## src/rtl/serial_subtractor.sv

```systemverilog
// serial_subtractor: bit-serial WIDTH-bit subtractor, diff = a - b - bin.
// Bits are processed LSB first through one full-subtractor cell per clock.
// Operands enter and results leave over valid/ready handshakes.
// Optional feature macro: SERIAL_SUB_OVF_EN adds the signed-overflow output ovf
// and the storage for the operand sign bits it needs.
module serial_subtractor #(
  parameter int WIDTH = 8
) (
  input  logic             clk,
  input  logic             rst,
  input  logic             in_valid,
  output logic             in_ready,
  input  logic [WIDTH-1:0] a,
  input  logic [WIDTH-1:0] b,
  input  logic             bin,
  output logic             out_valid,
  input  logic             out_ready,
  output logic [WIDTH-1:0] diff,
  output logic             bout
`ifdef SERIAL_SUB_OVF_EN
  ,
  output logic             ovf
`endif
);

  localparam int CW = (WIDTH > 1) ? $clog2(WIDTH) : 1;
  localparam logic [CW-1:0] CNT_LAST = CW'(WIDTH - 1);

  typedef enum logic [1:0] {
    S_IDLE = 2'd0,
    S_BUSY = 2'd1,
    S_DONE = 2'd2
  } state_t;

  state_t           r_state;
  state_t           w_state_next;

  // r_a doubles as the result shift register: minuend bits leave at the LSB
  // while difference bits enter at the MSB, so after WIDTH shifts it holds diff.
  logic [WIDTH-1:0] r_a;
  logic [WIDTH-1:0] r_b;
  logic             r_borrow;
  logic [CW-1:0]    r_cnt;
  logic [WIDTH-1:0] r_diff;
  logic             r_bout;

  logic             w_a0;
  logic             w_b0;
  logic             w_d;
  logic             w_borrow_next;
  logic             w_last;
  logic [WIDTH-1:0] w_diff_final;

  assign w_a0          = r_a[0];
  assign w_b0          = r_b[0];
  assign w_d           = w_a0 ^ w_b0 ^ r_borrow;
  assign w_borrow_next = (~w_a0 & w_b0) | (~(w_a0 ^ w_b0) & r_borrow);
  assign w_last        = (r_cnt == CNT_LAST);
  // Complete result as it will look once the final bit has been shifted in.
  assign w_diff_final  = {w_d, r_a[WIDTH-1:1]};

  assign in_ready  = (r_state == S_IDLE);
  assign out_valid = (r_state == S_DONE);
  assign diff      = r_diff;
  assign bout      = r_bout;

  // State register; an asynchronous reset aborts any operation in flight.
  always_ff @(posedge clk or posedge rst) begin
    if (rst) begin
      r_state <= S_IDLE;
    end else begin
      r_state <= w_state_next;
    end
  end

  // Next-state logic: accept in IDLE, shift WIDTH cycles, hold result until drained.
  always_comb begin
    w_state_next = r_state;
    case (r_state)
      S_IDLE: begin
        if (in_valid) begin
          w_state_next = S_BUSY;
        end
      end
      S_BUSY: begin
        if (w_last) begin
          w_state_next = S_DONE;
        end
      end
      S_DONE: begin
        if (out_ready) begin
          w_state_next = S_IDLE;
        end
      end
      default: begin
        w_state_next = S_IDLE;
      end
    endcase
  end

  // Serial datapath: latch operands on accept, then one subtractor step per cycle.
  always_ff @(posedge clk or posedge rst) begin
    if (rst) begin
      r_a      <= '0;
      r_b      <= '0;
      r_borrow <= 1'b0;
      r_cnt    <= '0;
    end else begin
      case (r_state)
        S_IDLE: begin
          if (in_valid) begin
            r_a      <= a;
            r_b      <= b;
            r_borrow <= bin;
            r_cnt    <= '0;
          end
        end
        S_BUSY: begin
          r_a      <= w_diff_final;
          r_b      <= r_b >> 1;
          r_borrow <= w_borrow_next;
          r_cnt    <= w_last ? '0 : r_cnt + 1'b1;
        end
        default: begin
          r_cnt <= r_cnt;
        end
      endcase
    end
  end

  // Result registers: loaded only on the final bit, so they stay put through
  // DONE and after the drain until the next result replaces them.
  always_ff @(posedge clk or posedge rst) begin
    if (rst) begin
      r_diff <= '0;
      r_bout <= 1'b0;
    end else if (r_state == S_BUSY && w_last) begin
      r_diff <= w_diff_final;
      r_bout <= w_borrow_next;
    end
  end

`ifdef SERIAL_SUB_OVF_EN
  // Operand sign bits are shifted out of r_a/r_b, so keep copies for overflow.
  logic r_a_msb;
  logic r_b_msb;
  logic r_ovf;

  // Sign-bit capture on accept and overflow flag registered alongside diff.
  always_ff @(posedge clk or posedge rst) begin
    if (rst) begin
      r_a_msb <= 1'b0;
      r_b_msb <= 1'b0;
      r_ovf   <= 1'b0;
    end else begin
      if (r_state == S_IDLE && in_valid) begin
        r_a_msb <= a[WIDTH-1];
        r_b_msb <= b[WIDTH-1];
      end
      if (r_state == S_BUSY && w_last) begin
        r_ovf <= (r_a_msb != r_b_msb) && (w_d != r_a_msb);
      end
    end
  end

  assign ovf = r_ovf;
`endif

endmodule

```

## config.mk

```make
export PLATFORM = sky130hd
export DESIGN_NAME = serial_subtractor
export DESIGN_NICKNAME = d
export VERILOG_FILES = /design/src/rtl/serial_subtractor.sv
export SDC_FILE = /design/constraint.sdc
export NUM_CORES = 1
export LEC_CHECK = 0
export CAP_MARGIN = 0
export CORE_MARGIN = 2
export CORE_UTILIZATION = 45
export CTS_BUF_LIST = sky130_fd_sc_hd__clkbuf_4 sky130_fd_sc_hd__clkbuf_8 sky130_fd_sc_hd__clkbuf_16
export DETAILED_ROUTE_END_ITERATION = 10
export PLACE_DENSITY_LB_ADDON = 0.08
export REMOVE_ABC_BUFFERS = 1
export SYNTH_ARGS = -nofsm -noshare
export SYNTH_HDL_FRONTEND = slang
export SYNTH_SLANG_ARGS = --single-unit
```

## constraint.sdc

```tcl
create_clock -name clk -period 2.1 [get_ports clk]
set_clock_uncertainty 0.2 [all_clocks]
set_input_delay 0.315 -clock clk [delete_from_list [all_inputs] [get_ports clk]]
set_output_delay 0.315 -clock clk [all_outputs]
set_load 0.01 [all_outputs]
```

# Word level (Yosys, flattened, before mapping)
# Index checks and enable logic that the tools add are counted.
# totals
ff_bits	31
output_inout_bits	11
# op_classes
n_bitwise	7
reduce_logical	5
addsub	1
n_eq_ne	6
muxes	13
# op_table
op	n
case mux 8 bit (2 select lines)	2
2-to-1 mux 8 bit	2
2-to-1 mux 2 bit	3
2-to-1 mux 3 bit	2
case mux 2 bit (3 select lines)	1
case mux 3 bit (2 select lines)	1
!= test 2 bit (second input constant)	2
adder 3 x 1 -> 3 bit (second input constant)	1
== test 3 bit (second input constant)	1
AND reduction 3 bit	1
AND 1 bit	2
== test 2 x 1 -> 1 bit (second input constant)	1
== test 2 bit (second input constant)	1
logical NOT 2 bit	1
!= test 2 x 1 -> 1 bit (second input constant)	1
inverter 1 bit	2
case mux 1 bit (2 select lines)	1
AND reduction 2 bit	1
nonzero test 2 bit	1
XOR 1 bit	2
logical AND 1 bit	1
2-to-1 mux 1 bit	1
bitwise OR 1 bit	1

# Logic depth before layout (Yosys ltp)
# logic_depth
depth_word	5
ltp_mapped	6

# Worst setup path before layout
# OpenSTA, ideal clock, no wires.
# synth_timing
kind	flip-flop to flip-flop
startpoint	reg r_cnt[0]
endpoint	reg r_diff[0], in the netlist diff[0]
path_stages_with_launch	6
arrival_ns	1.314
setup_slack_ns	0.461
setup_ns	0.125
synth_period_minus_slack_ns	1.639
required_ns	1.775
cell_sequence	dfrtp_1 > ha_1 > ha_1 > nand3b_4 > buf_6 > mux2_4
# synth_between
elab_chain_cells	2
# synth_rtl
element	line_no	text
from (decl)	43	logic [CW-1:0] r_cnt;
from (signal assigned)	122	r_cnt <= w_last ? '0 : r_cnt + 1'b1;
from (signal assigned)	125	r_cnt <= r_cnt;
== test 3 bit	58	assign w_last = (r_cnt == CNT_LAST);
logical AND 1 bit	137	end else if (r_state == S_BUSY && w_last) begin
to (signal assigned)	138	r_diff <= w_diff_final;
to (decl)	44	logic [WIDTH-1:0] r_diff;
# Every way passes these cells.
# A chain may end at the register's enable or synchronous reset.

# Final worst setup path
# layout_timing
startpoint	reg r_state[1]
endpoint	out in_ready
# layout_between
elab_chain_cells	1
# layout_rtl
element	line_no	text
from (decl)	35	state_t r_state;
from (signal assigned)	72	r_state <= w_state_next;
logical NOT 2 bit	62	assign in_ready = (r_state == S_IDLE);
to (decl)	12	output logic in_ready,
# Every way passes these cells.

==> impl_metrics.tcl <==
set metrics [dict create \
    rr_worst_depth 4 \
    track_usage_pct 18.7 \
    synth_ff_type "dfrtp_1" \
    diodes 0 \
    cts_root_buf "clkbuf_8" \
    status "completed" \
    ys_seq_elements 31 \
    final_area_mm2 0.00204 \
    clock_sinks 31 \
    drc 0 \
    cts_buffer_depth 2 \
    worst-path-max-fanout 9 \
    cp.arrival_ns 1.45 \
    r2r-end "r_a[3]$_DFFE_PP0P_" \
    final-setup-viol-count 0 \
    die_area_mm2 0.00417 \
    viasPerCell 5.58 \
    rsz0062_at_grt "false" \
    yosys_warnings 0 \
    rrSetupSlack_ns 0.28 \
    area_growth_syn_to_layout_pct 23.5 \
    dpl_cell_area_mm2 0.00195 \
    coreArea_mm2 0.00361 \
    ios 32 \
    layout-drive-gt1-share_pct 27.2 \
    grt-ovfl-total 0 \
    crit_type "register to output port" \
    drt_wl_total_um 3470 \
    max-vdd-ir-drop_mv 0.565 \
    synth.top_cell.area_share_pct 46.9 \
    start_util_pct 45.8 \
    clk_pin_slew_ns 0.08 \
    gp_routability_congestion 0.770 \
    num_vias 1233 \
    min_period_over_period_pct 93.4 \
    cp-end-kind "output port" \
    finalNetCount 196 \
    grt_max_degree 32 \
    p_leak_nw 0.842 \
    dpl.hpwl_um 2380 \
    avgSynthCellArea_um2 11.7 \
    syn-cell-area_mm2 0.00165 \
    worstReg2RegStart "r_state[0]$_DFFE_PP0P_" \
    antenna_found_initial 0 \
    post-route-min-period_ns 1.96 \
    ctsHoldBuffers 0 \
    seq_area_frac_synth_pct 46.9 \
    firstDrtPassIters 4 \
    dp.cells 213 \
    drv_cap 0 \
    clk_latency_ns 0.28 \
    instances_no_fill 221 \
    yosys.area.top_type "dfrtp_1" \
    setup_tns_ns 0 \
    grt_pass1_vias 1246 \
    async_flop_share_pct 100 \
    hold_violations 0 \
    critPathRequiredTime_ns 1.58 \
    die_w_um 64.6 \
    worst_slew_pin_slew_ns 0.672 \
    power.total_mw 2.84 \
    ant_nets 0 \
    drtIter0Drc 89 \
    synth-edff-count 0 \
    hp-class "primary input to asynchronous set/reset pin" \
    start_kind "register" \
    yosys-top-cells-area "dfrtp_1, nor3_2, mux2_4, o22ai_1, nor3_1" \
    cts_buffers 5 \
    port_buffers 31 \
    fillers 313 \
    post_cts.repair.setup_buffers 0 \
    hold-worst-slack_ns 0.211 \
    p_per_area_mw_per_mm2 1390 \
    fmax_ghz 0.510 \
    die_height_um 64.6 \
    synth.top_cells.by_count "dfrtp_1, nor3_2, nor3_1" \
    post_drt_wl_per_cell_um 15.7 \
    cts_tree "built" \
    grt_pass1_wl_um 5930 \
    synth.most_common_cell "dfrtp_1" \
    cts_resized 0 \
    htree_levels 2 \
    rows 22 \
    relSlewSlack_pct 55.2 \
    ys_types 30 \
    postSynthCellCount 141 \
    report.final.slew_viol_count 0 \
]
==> per-layer routing <==
metal / global-route usage (%) / part of all wire [%]
met2: 31.5 / 50
met3: 5.21 / 3.4
met4: 6.91 / 0.52
met1: 23.0 / 46
met5: 0 / 0
==> area by class of cell <==
cell class / count / area, um^2 / area share, %
sequential: 31 / 777 / 38.1
multi-input combinational: 92 / 742 / 36.3
timing repair buffer: 37 / 355 / 17.4
clock buffer: 5 / 68.8 / 3.37
tap: 48 / 60.1 / 2.94
clock inverter: 3 / 20.0 / 0.980
inverter: 5 / 18.8 / 0.919
==> kinds of logic (layout without fill, tap and decap cells) <==
| family | after synthesis | count (layout) | share of synthesized area, % |
|---|---|---|---|
| multiplexers | 9 | 9 | 7.65 |
| buffers and inverters | 18 | 50 | 8.17 |
| AO/OA/AOI/OAI | 26 | 26 | 10.8 |
| adder cells (fa/ha/maj) | 3 | 3 | 2.73 |
| flip-flops | 31 | 31 | 46.9 |
| AND/OR/NAND/NOR | 54 | 54 | 23.7 |
==> how the worst max path moves through the flow <==
stage / end / depth (start not counted) / startpoint / slack [ns]
2_1_floorplan: r_a[5]$_DFFE_PP0P_ / 3 / r_state[0]$_DFFE_PP0P_ / -0.01
3_3_place_gp: r_a[6]$_DFFE_PP0P_ / 4 / in_valid / 0.21
3_5_place_dp: r_a[0]$_DFFE_PP0P_ / 4 / in_valid / 0.16
4_1_cts: out_valid / 3 / r_state[1]$_DFFE_PP0P_ / 0.08
5_1_grt: in_ready / 2 / r_state[1]$_DFFE_PP0P_ / 0.04
6_report: in_ready / 2 / r_state[1]$_DFFE_PP0P_ / 0.14
==> placed cells by master, fill, tap and decap left out, types with 2 or more instances in the layout <==
cell type and n:
o32ai_1 3, dfrtp_1 30, a22o_1 2, inv_1 4, clkinvlp_4 2, nor3_1 16
nor2_1 7, clkbuf_8 5, o21ai_0 2, o31ai_1 2, ha_1 2, nand2_1 3
buf_4 6, clkdlybuf4s50_1 31, mux2_4 7, o22ai_1 15, nor3_2 21
==> through the flow <==
step	setup slack [ns]	utilization, %
5_1_grt	0.0351	56.6
4_1_cts	0.0754	56.6
3_5_place_dp	0.161	54.1
6_report	0.139	56.6
2_1_floorplan	-0.0135	-
3_3_place_gp	0.208	54.1
==> sequential cells by signal, summed over array words and instances (netlist names) <==
signal	flops
r_a	8
r_borrow	1
r_state	2
r_cnt	3
r_b	8
diff	8
bout	1
==> power by group <==
group / switching [mW] / internal, mW
Clock: 0.234 / 0.230
Combinational: 0.588 / 0.664
Sequential: 0.235 / 0.890
Total: 1.06 / 1.78
==> critical path: stages, from the launching register on <==
cell,delay [ns]
dfrtp_2,0.47
nor2_1,0.14
clkdlybuf4s50_1,0.55
Note: power is estimated with default switching activity, not from simulation.
